### src/rtl/collision_scanner_if.sv
// Collision event stream between the scanner (master) and its consumer (slave).
interface collision_scanner_if;
  logic       event_valid;
  logic       event_ready;
  logic [1:0] event_type;
  logic [9:0] event_a_addr;
  logic [9:0] event_b_addr;

  modport master (
    output event_valid, event_type, event_a_addr, event_b_addr,
    input  event_ready
  );

  modport slave (
    input  event_valid, event_type, event_a_addr, event_b_addr,
    output event_ready
  );
endinterface

### src/rtl/collision_scanner.sv
// Walks ship/asteroid, shot/asteroid and shot/bounds candidates once per start,
// one candidate per unstalled cycle; a pending unaccepted event freezes the walk.
module collision_scanner #(
  parameter int MAX_SHOTS     = 3,
  parameter int MAX_ASTEROIDS = 3,
  parameter int ENTITY_SIZE   = 34,
  parameter int SHIP_DIM      = 22,
  parameter int AST_DIM       = 22,
  parameter int SHOT_DIM      = 2,
  parameter int SCREEN_W      = 320,
  parameter int SCREEN_H      = 240,
  parameter int LIVES_INIT    = 3
) (
  input  logic                                      clk,
  input  logic                                      reset,
  input  logic                                      start,
  input  logic [ENTITY_SIZE-1:0]                    ship,
  input  logic [MAX_ASTEROIDS-1:0][ENTITY_SIZE-1:0] asteroids,
  input  logic [MAX_SHOTS-1:0][ENTITY_SIZE-1:0]     shots,
  collision_scanner_if.master                       evt,
  output logic                                      busy,
  output logic                                      done,
  output logic [3:0]                                lives,
  output logic                                      game_over
);

  localparam int AW = (MAX_ASTEROIDS > 1) ? $clog2(MAX_ASTEROIDS) : 1;
  localparam int SW = (MAX_SHOTS > 1) ? $clog2(MAX_SHOTS) : 1;
  localparam logic [AW-1:0] LAST_A = AW'(MAX_ASTEROIDS - 1);
  localparam logic [SW-1:0] LAST_S = SW'(MAX_SHOTS - 1);
  localparam logic [10:0] SHIP_D = 11'(SHIP_DIM);
  localparam logic [10:0] AST_D  = 11'(AST_DIM);
  localparam logic [10:0] SHOT_D = 11'(SHOT_DIM);
  localparam logic [10:0] SCR_W  = 11'(SCREEN_W);
  localparam logic [10:0] SCR_H  = 11'(SCREEN_H);

  typedef enum logic [2:0] {S_IDLE, S_SHIP, S_PAIR, S_BOUNDS, S_DONE} state_t;

  state_t                   state_q, state_d;
  logic [AW-1:0]            ai_q, ai_d;
  logic [SW-1:0]            sj_q, sj_d;
  logic [MAX_ASTEROIDS-1:0] ast_dead_q, ast_dead_d;
  logic [MAX_SHOTS-1:0]     shot_dead_q, shot_dead_d;
  logic                     ship_hit_q, ship_hit_d;
  logic                     ev_vld_q, ev_vld_d;
  logic [1:0]               ev_type_q, ev_type_d;
  logic [9:0]               ev_a_q, ev_a_d;
  logic [9:0]               ev_b_q, ev_b_d;
  logic                     done_q, done_d;
  logic [3:0]               lives_q, lives_d;
  logic                     game_over_q;
  logic                     eval;

  logic [ENTITY_SIZE-1:0] ast_w, shot_w;
  logic [10:0] ship_x, ship_y, ast_x, ast_y, shot_x, shot_y;
  logic        unused_bits;

  assign ast_w  = asteroids[ai_q];
  assign shot_w = shots[sj_q];
  assign ship_x = {1'b0, ship[15:6]};
  assign ship_y = {1'b0, ship[25:16]};
  assign ast_x  = {1'b0, ast_w[15:6]};
  assign ast_y  = {1'b0, ast_w[25:16]};
  assign shot_x = {1'b0, shot_w[15:6]};
  assign shot_y = {1'b0, shot_w[25:16]};
  // Reserved word bits carry no collision meaning.
  assign unused_bits = ^{ship, asteroids, shots};

  function automatic logic overlap(input logic [10:0] ax, input logic [10:0] ay,
                                   input logic [10:0] da, input logic [10:0] bx,
                                   input logic [10:0] by, input logic [10:0] db);
    return (ax < bx + db) && (bx < ax + da) && (ay < by + db) && (by < ay + da);
  endfunction

  assign eval = !ev_vld_q || evt.event_ready;

  always_comb begin
    state_d     = state_q;
    ai_d        = ai_q;
    sj_d        = sj_q;
    ast_dead_d  = ast_dead_q;
    shot_dead_d = shot_dead_q;
    ship_hit_d  = ship_hit_q;
    ev_vld_d    = ev_vld_q && !evt.event_ready;
    ev_type_d   = ev_type_q;
    ev_a_d      = ev_a_q;
    ev_b_d      = ev_b_q;
    done_d      = 1'b0;
    lives_d     = lives_q;

    unique case (state_q)
      S_IDLE: begin
        if (start) begin
          state_d     = S_SHIP;
          ai_d        = '0;
          sj_d        = '0;
          ast_dead_d  = '0;
          shot_dead_d = '0;
          ship_hit_d  = 1'b0;
        end
      end
      S_SHIP: begin
        if (eval) begin
          if (ship[ENTITY_SIZE-1] && ast_w[ENTITY_SIZE-1] && !ship_hit_q &&
              overlap(ship_x, ship_y, SHIP_D, ast_x, ast_y, AST_D)) begin
            ev_vld_d   = 1'b1;
            ev_type_d  = 2'd0;
            ev_a_d     = 10'(ai_q);
            ev_b_d     = '0;
            ship_hit_d = 1'b1;
            if (lives_q != 4'd0) lives_d = lives_q - 4'd1;
          end
          if (ai_q == LAST_A) begin
            ai_d    = '0;
            state_d = S_PAIR;
          end else begin
            ai_d = ai_q + 1'b1;
          end
        end
      end
      S_PAIR: begin
        if (eval) begin
          if (ast_w[ENTITY_SIZE-1] && !ast_dead_q[ai_q] &&
              shot_w[ENTITY_SIZE-1] && !shot_dead_q[sj_q] &&
              overlap(ast_x, ast_y, AST_D, shot_x, shot_y, SHOT_D)) begin
            ev_vld_d          = 1'b1;
            ev_type_d         = 2'd1;
            ev_a_d            = 10'(ai_q);
            ev_b_d            = 10'(sj_q);
            ast_dead_d[ai_q]  = 1'b1;
            shot_dead_d[sj_q] = 1'b1;
          end
          if (sj_q == LAST_S) begin
            sj_d = '0;
            if (ai_q == LAST_A) begin
              ai_d    = '0;
              state_d = S_BOUNDS;
            end else begin
              ai_d = ai_q + 1'b1;
            end
          end else begin
            sj_d = sj_q + 1'b1;
          end
        end
      end
      S_BOUNDS: begin
        if (eval) begin
          if (shot_w[ENTITY_SIZE-1] && !shot_dead_q[sj_q] &&
              (shot_x >= SCR_W || shot_y >= SCR_H)) begin
            ev_vld_d          = 1'b1;
            ev_type_d         = 2'd2;
            ev_a_d            = 10'(sj_q);
            ev_b_d            = '0;
            shot_dead_d[sj_q] = 1'b1;
          end
          if (sj_q == LAST_S) begin
            sj_d    = '0;
            state_d = S_DONE;
          end else begin
            sj_d = sj_q + 1'b1;
          end
        end
      end
      S_DONE: begin
        if (eval) begin
          done_d  = 1'b1;
          state_d = S_IDLE;
        end
      end
      default: state_d = S_IDLE;
    endcase
  end

  always_ff @(posedge clk) begin
    if (reset) begin
      state_q     <= S_IDLE;
      ai_q        <= '0;
      sj_q        <= '0;
      ast_dead_q  <= '0;
      shot_dead_q <= '0;
      ship_hit_q  <= 1'b0;
      ev_vld_q    <= 1'b0;
      ev_type_q   <= '0;
      ev_a_q      <= '0;
      ev_b_q      <= '0;
      done_q      <= 1'b0;
      lives_q     <= 4'(LIVES_INIT);
      game_over_q <= (LIVES_INIT == 0);
    end else begin
      state_q     <= state_d;
      ai_q        <= ai_d;
      sj_q        <= sj_d;
      ast_dead_q  <= ast_dead_d;
      shot_dead_q <= shot_dead_d;
      ship_hit_q  <= ship_hit_d;
      ev_vld_q    <= ev_vld_d;
      ev_type_q   <= ev_type_d;
      ev_a_q      <= ev_a_d;
      ev_b_q      <= ev_b_d;
      done_q      <= done_d;
      lives_q     <= lives_d;
      game_over_q <= (lives_d == 4'd0);
    end
  end

  assign evt.event_valid  = ev_vld_q;
  assign evt.event_type   = ev_type_q;
  assign evt.event_a_addr = ev_a_q;
  assign evt.event_b_addr = ev_b_q;
  assign busy      = (state_q == S_SHIP) || (state_q == S_PAIR) || (state_q == S_BOUNDS);
  assign done      = done_q;
  assign lives     = lives_q;
  assign game_over = game_over_q;

endmodule

### src/flat_wrapper.sv
// flat-port wrapper written by rule: the top's interface ports become plain ports
module collision_scanner_flat 
#(
  parameter int MAX_SHOTS     = 3,
  parameter int MAX_ASTEROIDS = 3,
  parameter int ENTITY_SIZE   = 34,
  parameter int SHIP_DIM      = 22,
  parameter int AST_DIM       = 22,
  parameter int SHOT_DIM      = 2,
  parameter int SCREEN_W      = 320,
  parameter int SCREEN_H      = 240,
  parameter int LIVES_INIT    = 3
)
  (clk, reset, start, ship, asteroids, shots, busy, done, lives, game_over, evt_event_valid, evt_event_type, evt_event_a_addr, evt_event_b_addr, evt_event_ready);
  collision_scanner_if evt_i ();
  input  logic clk;
  input  logic reset;
  input  logic start;
  input  logic [ENTITY_SIZE-1:0] ship;
  input  logic [MAX_ASTEROIDS-1:0][ENTITY_SIZE-1:0] asteroids;
  input  logic [MAX_SHOTS-1:0][ENTITY_SIZE-1:0] shots;
  output logic busy;
  output logic done;
  output logic [3:0] lives;
  output logic game_over;
  output wire logic [$bits(evt_i.event_valid)-1:0] evt_event_valid;
  output wire logic [$bits(evt_i.event_type)-1:0] evt_event_type;
  output wire logic [$bits(evt_i.event_a_addr)-1:0] evt_event_a_addr;
  output wire logic [$bits(evt_i.event_b_addr)-1:0] evt_event_b_addr;
  input wire logic [$bits(evt_i.event_ready)-1:0] evt_event_ready;
  assign evt_event_valid = evt_i.event_valid;
  assign evt_event_type = evt_i.event_type;
  assign evt_event_a_addr = evt_i.event_a_addr;
  assign evt_event_b_addr = evt_i.event_b_addr;
  assign evt_i.event_ready = evt_event_ready;
  collision_scanner #(.MAX_SHOTS(MAX_SHOTS), .MAX_ASTEROIDS(MAX_ASTEROIDS), .ENTITY_SIZE(ENTITY_SIZE), .SHIP_DIM(SHIP_DIM), .AST_DIM(AST_DIM), .SHOT_DIM(SHOT_DIM), .SCREEN_W(SCREEN_W), .SCREEN_H(SCREEN_H), .LIVES_INIT(LIVES_INIT)) u_core (.clk(clk), .reset(reset), .start(start), .ship(ship), .asteroids(asteroids), .shots(shots), .evt(evt_i), .busy(busy), .done(done), .lives(lives), .game_over(game_over));
endmodule
### config.mk
export PLATFORM = sky130hd
export DESIGN_NAME = collision_scanner_flat
export DESIGN_NICKNAME = d
export VERILOG_FILES = /design/src/rtl/collision_scanner_if.sv /design/src/rtl/collision_scanner.sv /design/src/flat_wrapper.sv
export SDC_FILE = /design/constraint.sdc
export NUM_CORES = 1
export LEC_CHECK = 0
export CAP_MARGIN = 40
export CORE_ASPECT_RATIO = 0.5
export CORE_UTILIZATION = 44
export CTS_CLUSTER_SIZE = 20
export DETAILED_ROUTE_END_ITERATION = 6
export MAX_ROUTING_LAYER = met4
export PLACE_DENSITY_LB_ADDON = 0.05
export REMOVE_ABC_BUFFERS = 1
export SYNTH_ARGS = -nofsm -noshare
export SYNTH_HDL_FRONTEND = slang
export SYNTH_SLANG_ARGS = --single-unit
### constraint.sdc
create_clock -name clk -period 5.8 [get_ports clk]
set_input_delay 0.58 -clock clk [delete_from_list [all_inputs] [get_ports clk]]
set_output_delay 0.58 -clock clk [all_outputs]
set_load 0.005 [all_outputs]
# == After elaboration in Yosys (flattened, before gate mapping) ==
# Cells that the tools add are included.
# W data, S select, Z words.
# totals
mem_bits_ro,0
regBits,43
inputBits,242
word_cells,180
latchBits,0
ramBits,0
mem_count,0
# classes
eq_ne,19
div_mod_pow,0
n_addsub,9
magnitude_cmp,14
n_mul,0
n_mux,77
n_bitwise,3
n_reduce_logical,45
shift,0
# ops
cell,count
$bmux W34 S2,2
$mux W10,12
$lt A10 B11 Y1,8
$mux W34,2
$pmux W10 S3,2
$mux W3,16
$add A10 B5 Y11 const B,4
$mux W2,13
$ne A2 B1 Y1 const B,12
$add A10 B2 Y11 const B,2
$logic_and A1 B1 Y1,18
$mux W4,4
$pmux W3 S5,1
$mux W1,14
$pmux W2 S3,2
$ge A10 B8 Y1 const B,1
$ge A10 B9 Y1 const B,1
$pmux W3 S3,1
$reduce_and A9 Y1,1
$reduce_bool A3 Y1,3
$reduce_and A4 Y1,2
$reduce_and A7 Y1,1
$eq A3 B2 Y1 const B,2
$lt A2 B3 Y1 const B,2
25 further kinds,41

# == Depth between registers and ports, before layout ==
# Gate-level depths: netlist of the first run.
# depth
depth_word,12
mapped_depth,20

# == Worst setup path after synthesis of the first run ==
# Ideal clock, no wire load.
# synth_timing
kind,input to register
from,input shots[43] (netlist bit)
to,register u_core.ev_type_q[1] (netlist: u_core.evt.event_type[1])
path_buffers,0
setup_slack_ns,1.937
arrival_time_ns,3.745
path_stages,14
path_cell_list,mux2i_1 a2bb2oi_2 or4_4 nor3_1 xnor2_1 ha_1 a2111oi_0 nand2_1 a2111oi_0 o41a_2 nand3_2 o311ai_4 nand3_1 a32o_1
# synth_between
elab_chain_cells,10
word_cells_on_any_way,15
classes_between,add/sub (1); order compare (3); eq/ne (2); mux (2); reduce/logical (7)
# synth_lines
element,line_no,source
from (decl),flat_wrapper.sv:21,input logic [MAX_SHOTS-1:0][ENTITY_SIZE-1:0] shots;
$bmux W34 S2 *,collision_scanner.sv:59,assign shot_w = shots[sj_q];
$mux W34 (not written as such) *,collision_scanner.sv:59,
$add A10 B2 Y11,collision_scanner.sv:72,return (ax < bx + db) && (bx < ax + da) && (ay < by + db) && (by < ay + da);
$lt A10 B11 Y1,collision_scanner.sv:72,
$logic_and A1 B1 Y1 (3 in a row),collision_scanner.sv:72,
$logic_and A1 B1 Y1,collision_scanner.sv:124,shot_w[ENTITY_SIZE-1] && !shot_dead_q[sj_q] &&
$ne A2 B1 Y1 (no source line),--,
$reduce_and A7 Y1 (no source line) *,--,
to (signal assigned),collision_scanner.sv:197,ev_type_q <= ev_type_d;
to (decl),collision_scanner.sv:46,"logic [1:0] ev_type_q, ev_type_d;"
# Every way passes the cells marked *; elsewhere a longest branch is shown, timed or not. The select of a mux whose other input is x is not followed.
# A chain may end at the register's enable or synchronous reset.

# == Worst setup path after layout of the first run ==
# layout_timing
from,register u_core.sj_q[0]
to,register u_core.ast_dead_q[1]
# layout_between
elab_chain_cells,10
word_cells_on_any_way,19
classes_between,add/sub (2); order compare (4); eq/ne (1); mux (4); reduce/logical (8)
# layout_lines
element,line_no,source
from (decl),collision_scanner.sv:41,"logic [SW-1:0] sj_q, sj_d;"
from (signal assigned),collision_scanner.sv:192,sj_q <= sj_d;
$bmux W34 S2,collision_scanner.sv:59,
$mux W34 (not written as such),collision_scanner.sv:59,
$add A10 B2 Y11,collision_scanner.sv:72,
$lt A10 B11 Y1,collision_scanner.sv:72,
$logic_and A1 B1 Y1 (3 in a row),collision_scanner.sv:72,
$logic_and A1 B1 Y1 *,collision_scanner.sv:124,
$ne A2 B1 Y1 (no source line) *,--,
$reduce_and A4 Y1 (no source line) *,--,
to (signal assigned),collision_scanner.sv:193,ast_dead_q <= ast_dead_d;
to (decl),collision_scanner.sv:42,"logic [MAX_ASTEROIDS-1:0] ast_dead_q, ast_dead_d;"
# Marked as above.

==> results.ini, run 1 <==
[status]
run_status = complete, no violations

[clocking]
clock_sink_count = 27
insertion_delay_ps = 270
cts_setup_buffers = 0
clock_tree_from_tritoncts = yes
clockRootBuffer = sky130_fd_sc_hd__clkbuf_16
hold_bufs_inserted_after_cts = 0
htreeDepth = 1
post_cts_resize_count = 0
ctsLongestPathBuffers = 2
tritoncts_buffers = 3
register_clock_pin_slew_on_the_reported_worst_setup_and_hold_paths_ps = 70

[route]
detail_route_antenna_nets = 0
drt-vias-per-instance = 5.56
drt-total-wl_um = 13600
via_count = 5118
number_of_design_rule_violations_left_by_the_first_detailed_router_iteration = 206
route.detailed.wl_per_inst_um = 14.8
drt_drc = 0
drtPass1Iterations = 4

[logic_synthesis]
netlist-cell-type-count = 78
ys.warnings.count = 0
synth_area_per_cell_um2 = 8.00
post_synth_edffs = 0
adder_and_majority_cell_fraction_of_the_synthesized_area = 0.182
synth-xor-area-share = 0.0750
netlist.top_cell.by_area = sky130_fd_sc_hd__ha_1
synth_seq_cells = 27
post-synth-top-area-fraction = 0.182
synth.top_cells.by_area = sky130_fd_sc_hd__ha_1, sky130_fd_sc_hd__dfxtp_1, sky130_fd_sc_hd__mux2i_1
synth-simple-area-share = 0.186
syn_inst = 627
synthesis.area_um2 = 5020
synth_seq_area_share = 0.108
synth-async-reset-ratio = 0
synth-compound-area-share = 0.277
ys.flop_type = sky130_fd_sc_hd__dfxtp_1
post_synth_mux_area_share = 0.0903
synth_top_family_by_area = compound AO/OA/AOI/OAI gates

[final_layout]
design_area_um2 = 6760
syn_to_final_growth_pct = 34.6
post_layout_nonfiller_instances = 921
drive_gt1_frac = 0.0567
mostFrequentLayoutCell = sky130_fd_sc_hd__clkdlybuf4s50_1
n_antenna_cell = 0
final_cell_mix = sky130_fd_sc_hd__clkdlybuf4s50_1, sky130_fd_sc_hd__ha_1, sky130_fd_sc_hd__nand2_1, sky130_fd_sc_hd__mux2i_1, sky130_fd_sc_hd__nor2_1
fraction_of_the_core_area_covered_by_cells_at_the_end_of_the_flow = 0.612
design.final.nets = 1092

[timing]
tightest_slew_ps = 895
maxClockFrequency_mhz = 204
fin_skew_ps = 5.41
finalMaxSlewViolations = 0
slew-limit-headroom = 0.401
setup_tns_ps = 0
finalCritPeriodShare = 0.845
finalHoldViolCount = 0
final_critical_path_setup_slack_ps = 898
period_needed_ps = 4900
setup_repair_after_global_routing_missed_its_margin = false
setup_violations = 0

[floorplan]
boundaryPins = 272
dieWidth_um = 153
rows = 27
fp.coreArea_um2 = 11000
initial_utilization = 0.454
dieHeight_um = 77.5
design.die.area_um2 = 11900

[critical_path]
timing.critical_path.cells = buf_4 -> mux2_2 -> nand2_1 -> nand2_1 -> ha_1 -> inv_1 -> nor2_1 -> xnor2_1 -> ha_1 -> a2111oi_0 -> nand2_1 -> a2111oi_0 -> o41a_2 -> nand3_1 -> nor4_1 -> nand2_1 -> o31ai_1
path_class = reg2reg
critPathArrivalTime_ps = 5090
critical-path-max-stage-delay_ps = 830
timing.critical_path.to_type = flop
crit_family = compound AO/OA/AOI/OAI gates
regToRegSetupSlack_ps = 900
worst_ep_required_time_ps = 5980
cp_slowest_cell = sky130_fd_sc_hd__dfxtp_1
critical_path_launch_point_type = flop
critical_path.n_buffers_inverters = 2
crit_path_max_fanout = 17
cp_common_cell = sky130_fd_sc_hd__nand2_1

[pwr]
power.density_cell_area_nw_per_um2 = 303
max-vdd-ir-drop_mv = 0.146
power_leakage_nw = 2.66

[hold_path]
worstHoldPathType = reg2reg

[place]
number_of_buffers_added_on_ports = 164
finalWeightedCongestion = 0.911
hpwlAfterDp_um = 11600
dpl_cell_area_um2 = 6670
post-place-cells = 917
placement.setup.worst_slack_ps = 870

[grt]
grt_util_all_layers = 0.232
grt_first_pass_wirelength_um = 22200
maximum_number_of_pins_on_one_net_before_global_route_repair = 33
grt-ovfl-total = 0
number_of_antenna_violations_at_the_first_check_in_global_routing = 0
first_global_vias = 4661

[run]
max_cap_violations = 0

## metrics by stage
stage	power, mW	hold WS, ps
floorplan	1.41	424
global placement	1.83	435
detailed placement	1.88	445
CTS	2.05	456
global route	2.26	487
finish	2.05	456
## state kept, by name, indices dropped and copies added (netlist names)
register                 flops
u_core.evt.event_type        2
u_core.done                  1
u_core.ship_hit_q            1
u_core.state_q               3
u_core.lives                 4
u_core.ast_dead_q            3
u_core.ai_q                  2
u_core.evt.event_valid       1
u_core.shot_dead_q           3
u_core.evt.event_b_addr      2
u_core.game_over             1
u_core.evt.event_a_addr      2
u_core.sj_q                  2
## worst reg2reg max path: cells and delay by family, from the launching register on
kind	cells	cell delay, ps
AOI/OAI and AO/OA	4	1350
xor gates and xnor gates	1	130
adders and majority gates	2	430
buffers and inverters	2	490
DFF	1	830
muxes	1	360
and+or+nand+nor	7	1230
## worst paths after layout
check	startpoint	endpoint	depth (start not counted)
hold reg to reg	u_core.ast_dead_q[2]	u_core.ast_dead_q[2]	2
setup reg to reg	u_core.sj_q[0]	u_core.ast_dead_q[1]	17
setup / recovery	u_core.sj_q[0]	u_core.ast_dead_q[1]	17
hold / removal	u_core.ast_dead_q[2]	u_core.ast_dead_q[2]	2
## logic make-up after synthesis
kind of cell             Yosys count
AND/OR/NAND/NOR                  183
other                              1
flip-flops                        27
multiplexers                      45
buffers and inverters             77
AO/OA/AOI/OAI                    178
adder cells (fa/ha/maj)           73
XOR/XNOR                          43
## cells in the mapped netlist (12+ instances only)
library cell,number
sky130_fd_sc_hd__nor3_1,12
sky130_fd_sc_hd__a21oi_1,31
sky130_fd_sc_hd__nand2_1,54
sky130_fd_sc_hd__mux2i_1,43
sky130_fd_sc_hd__nor2_1,42
sky130_fd_sc_hd__buf_4,20
sky130_fd_sc_hd__nand4_1,19
sky130_fd_sc_hd__inv_1,36
sky130_fd_sc_hd__o21ai_0,20
sky130_fd_sc_hd__o2bb2ai_1,14
sky130_fd_sc_hd__ha_1,73
sky130_fd_sc_hd__dfxtp_1,27
sky130_fd_sc_hd__xnor2_1,28
sky130_fd_sc_hd__xor2_1,15
## power breakdown
group | internal, mW | leakage [nW] | switching, mW | total (mW)
Combinational | 0.726 | 2.40 | 0.915 | 1.64
Clock | 0.0939 | 0.0371 | 0.0683 | 0.162
Sequential | 0.206 | 0.219 | 0.0409 | 0.247
## layer usage
| layer | GRT usage | part of all wire |
|---|---|---|
| met5 | - | 0 |
| met4 | 0.0404 | 0.0036 |
| met3 | 0.0162 | 0.044 |
| met2 | 0.400 | 0.47 |
| met1 | 0.303 | 0.49 |
## layout make-up
type,count,area (um2)
clock buffer,3,75.1
clock inverter,1,7.51
fill,1072,4290
inverter,38,143
multi-input combinational,538,4130
sequential,27,542
tap,145,181
timing repair buffer,169,1680
Power figures use the tool's default switching activity.
==> run 2, diff against run 1 <==
CORE_UTILIZATION = 37   (was 44)
clock period = 3.9 ns   (was 5.8 ns; I/O delays follow)
==> results.ini, run 2 (synthesized netlist as in run 1, its figures left out) <==
[final_layout]
mostFrequentLayoutCell = sky130_fd_sc_hd__clkdlybuf4s50_1
largest_register_ffs = 4
fraction_of_the_core_area_covered_by_cells_at_the_end_of_the_flow = 0.647
final_cell_mix = sky130_fd_sc_hd__clkdlybuf4s50_1, sky130_fd_sc_hd__buf_4, sky130_fd_sc_hd__ha_1, sky130_fd_sc_hd__nand2_1, sky130_fd_sc_hd__nor2_1
n_antenna_cell = 0
drive_gt1_frac = 0.276
post_layout_nonfiller_instances = 1076
design_area_um2 = 8380
design.final.nets = 1222
syn_to_final_growth_pct = 67.0

[route]
via_count = 5660
drtPass1Iterations = 5
drt_drc = 0
number_of_design_rule_violations_left_by_the_first_detailed_router_iteration = 316
drt-total-wl_um = 16100
drt-vias-per-instance = 5.26
route.detailed.wl_per_inst_um = 15.0
detail_route_antenna_nets = 0

[critical_path]
critical_path.n_buffers_inverters = 3
worst_ep_required_time_ps = 4090
critPathCapture = u_core.shot_dead_q[2]
cp_slowest_cell = sky130_fd_sc_hd__or4_4
r2r-start = u_core.sj_q[0]
crit_family = compound AO/OA/AOI/OAI gates
timing.critical_path.to_type = flop
crit_path_depth = 17
path_class = reg2reg
critical_path_launch_point_type = flop
timing.critical_path.cells = buf_6 -> mux2i_2 -> a2bb2oi_2 -> or4_4 -> nor3_4 -> xnor2_1 -> ha_1 -> a2111oi_4 -> nand2_2 -> buf_4 -> nor2_4 -> o41a_2 -> nand3_4 -> o311ai_4 -> buf_4 -> o2111ai_4 -> o31ai_2
timing.critical_path.from = u_core.sj_q[0]
crit_path_max_fanout = 4
cp_common_cell = sky130_fd_sc_hd__buf_4
critical-path-max-stage-delay_ps = 580
regToRegSetupSlack_ps = 60
rr_worst_depth = 17
critPathArrivalTime_ps = 4030
crit-reg2reg-capture = u_core.shot_dead_q[2]

[timing]
setup_repair_after_global_routing_missed_its_margin = true
setup_violations = 0
finalMaxSlewViolations = 0
period_needed_ps = 3840
maxClockFrequency_mhz = 260
finalCritPeriodShare = 0.986
finalHoldViolCount = 0
fin_skew_ps = 3.45
tightest_slew_ps = 848
finalHoldWorstSlack_ps = 453
setup_tns_ps = 0
final_critical_path_setup_slack_ps = 55.3
slew-limit-headroom = 0.433

[run]
max_cap_violations = 0

[grt]
met3_usage = 0.00943
globalRoute.busiestLayer = met2
first_global_vias = 5475
number_of_antenna_violations_at_the_first_check_in_global_routing = 0
m2_gr_usage = 0.387
grt-ovfl-total = 0
maximum_number_of_pins_on_one_net_before_global_route_repair = 23
grt_util_all_layers = 0.228
grt_first_pass_wirelength_um = 25800
met1_usage = 0.307

[floorplan]
fp.coreArea_um2 = 13000
rows = 29
boundaryPins = 272
initial_utilization = 0.387
dieWidth_um = 167
design.die.area_um2 = 14100
dieHeight_um = 84.4

[pwr]
power_leakage_nw = 3.45
power.density_cell_area_nw_per_um2 = 509
total_power_after_layout_mw = 4.27
max-vdd-ir-drop_mv = 0.259

[clocking]
clock_tree_from_tritoncts = yes
clock_sink_count = 27
tritoncts_buffers = 3
register_clock_pin_slew_on_the_reported_worst_setup_and_hold_paths_ps = 70
insertion_delay_ps = 260
htreeDepth = 1
ctsLongestPathBuffers = 2
clockRootBuffer = sky130_fd_sc_hd__clkbuf_16

[place]
placement.setup.worst_slack_ps = -677
number_of_buffers_added_on_ports = 164
finalWeightedCongestion = 0.900
hpwlAfterDp_um = 13300
dpl_cell_area_um2 = 7530
post-place-cells = 1051

[hold_path]
worstHoldPathType = reg2reg
worstHoldPathCells = 2

[status]
run_status = complete, no violations

## run 2: worst min path at each step
| stage | end | from |
|---|---|---|
| 2_1_floorplan | u_core.ast_dead_q[0] | u_core.ast_dead_q[0] |
| 3_3_place_gp | u_core.ship_hit_q | u_core.ship_hit_q |
| 3_5_place_dp | u_core.ast_dead_q[2] | u_core.ast_dead_q[2] |
| 4_1_cts | u_core.ast_dead_q[2] | u_core.ast_dead_q[2] |
| 5_1_grt | u_core.ast_dead_q[2] | u_core.ast_dead_q[2] |
| 6_report | u_core.ast_dead_q[2] | u_core.ast_dead_q[2] |
## run 2: where the power goes
group | internal (mW) | total, mW | switching, mW | leakage (nW)
combinational | 1.87 | 3.67 | 1.80 | 3.19
sequential | 0.307 | 0.366 | 0.0587 | 0.220
clock | 0.139 | 0.237 | 0.0981 | 0.0409
total | 2.31 | 4.27 | 1.96 | 3.45
## run 2: metal layers
layer,share of wire,routed length (um)
met5,0,0
met4,0.0075,121
met3,0.044,704
met2,0.47,7520
met1,0.48,7750
## run 2: repair_timing
item                                    in CTS  in global routing
pin swaps                                   22                 36
hold buffers                                 0                  0
gates cloned                                 0                  0
buffers inserted                            10                 11
gates resized for setup                     41                 82
endpoints found under the setup margin      17                 19
## run 2: layout make-up
class	count	area, um2
fillers	1118	4570
clock buffers	3	75.1
inverters	38	143
well taps	170	213
repair buffers	299	2730
flip-flops and latches	27	548
clock inverters	1	5.00
multi-input cells	538	4670
## run 2: worst min-delay path, delay by kind of cell, from the launching register on
kind            cells  cell delay [ps]
simple gates        1               50
compound gates      1               50
flops               1              310
==> run 3, diff against run 2 <==
ABC_CLOCK_PERIOD_IN_PS = 3900   (was default)
==> results of run 3 <==
Same layout as run 2: the final DEF is identical, and so are final timing and power.
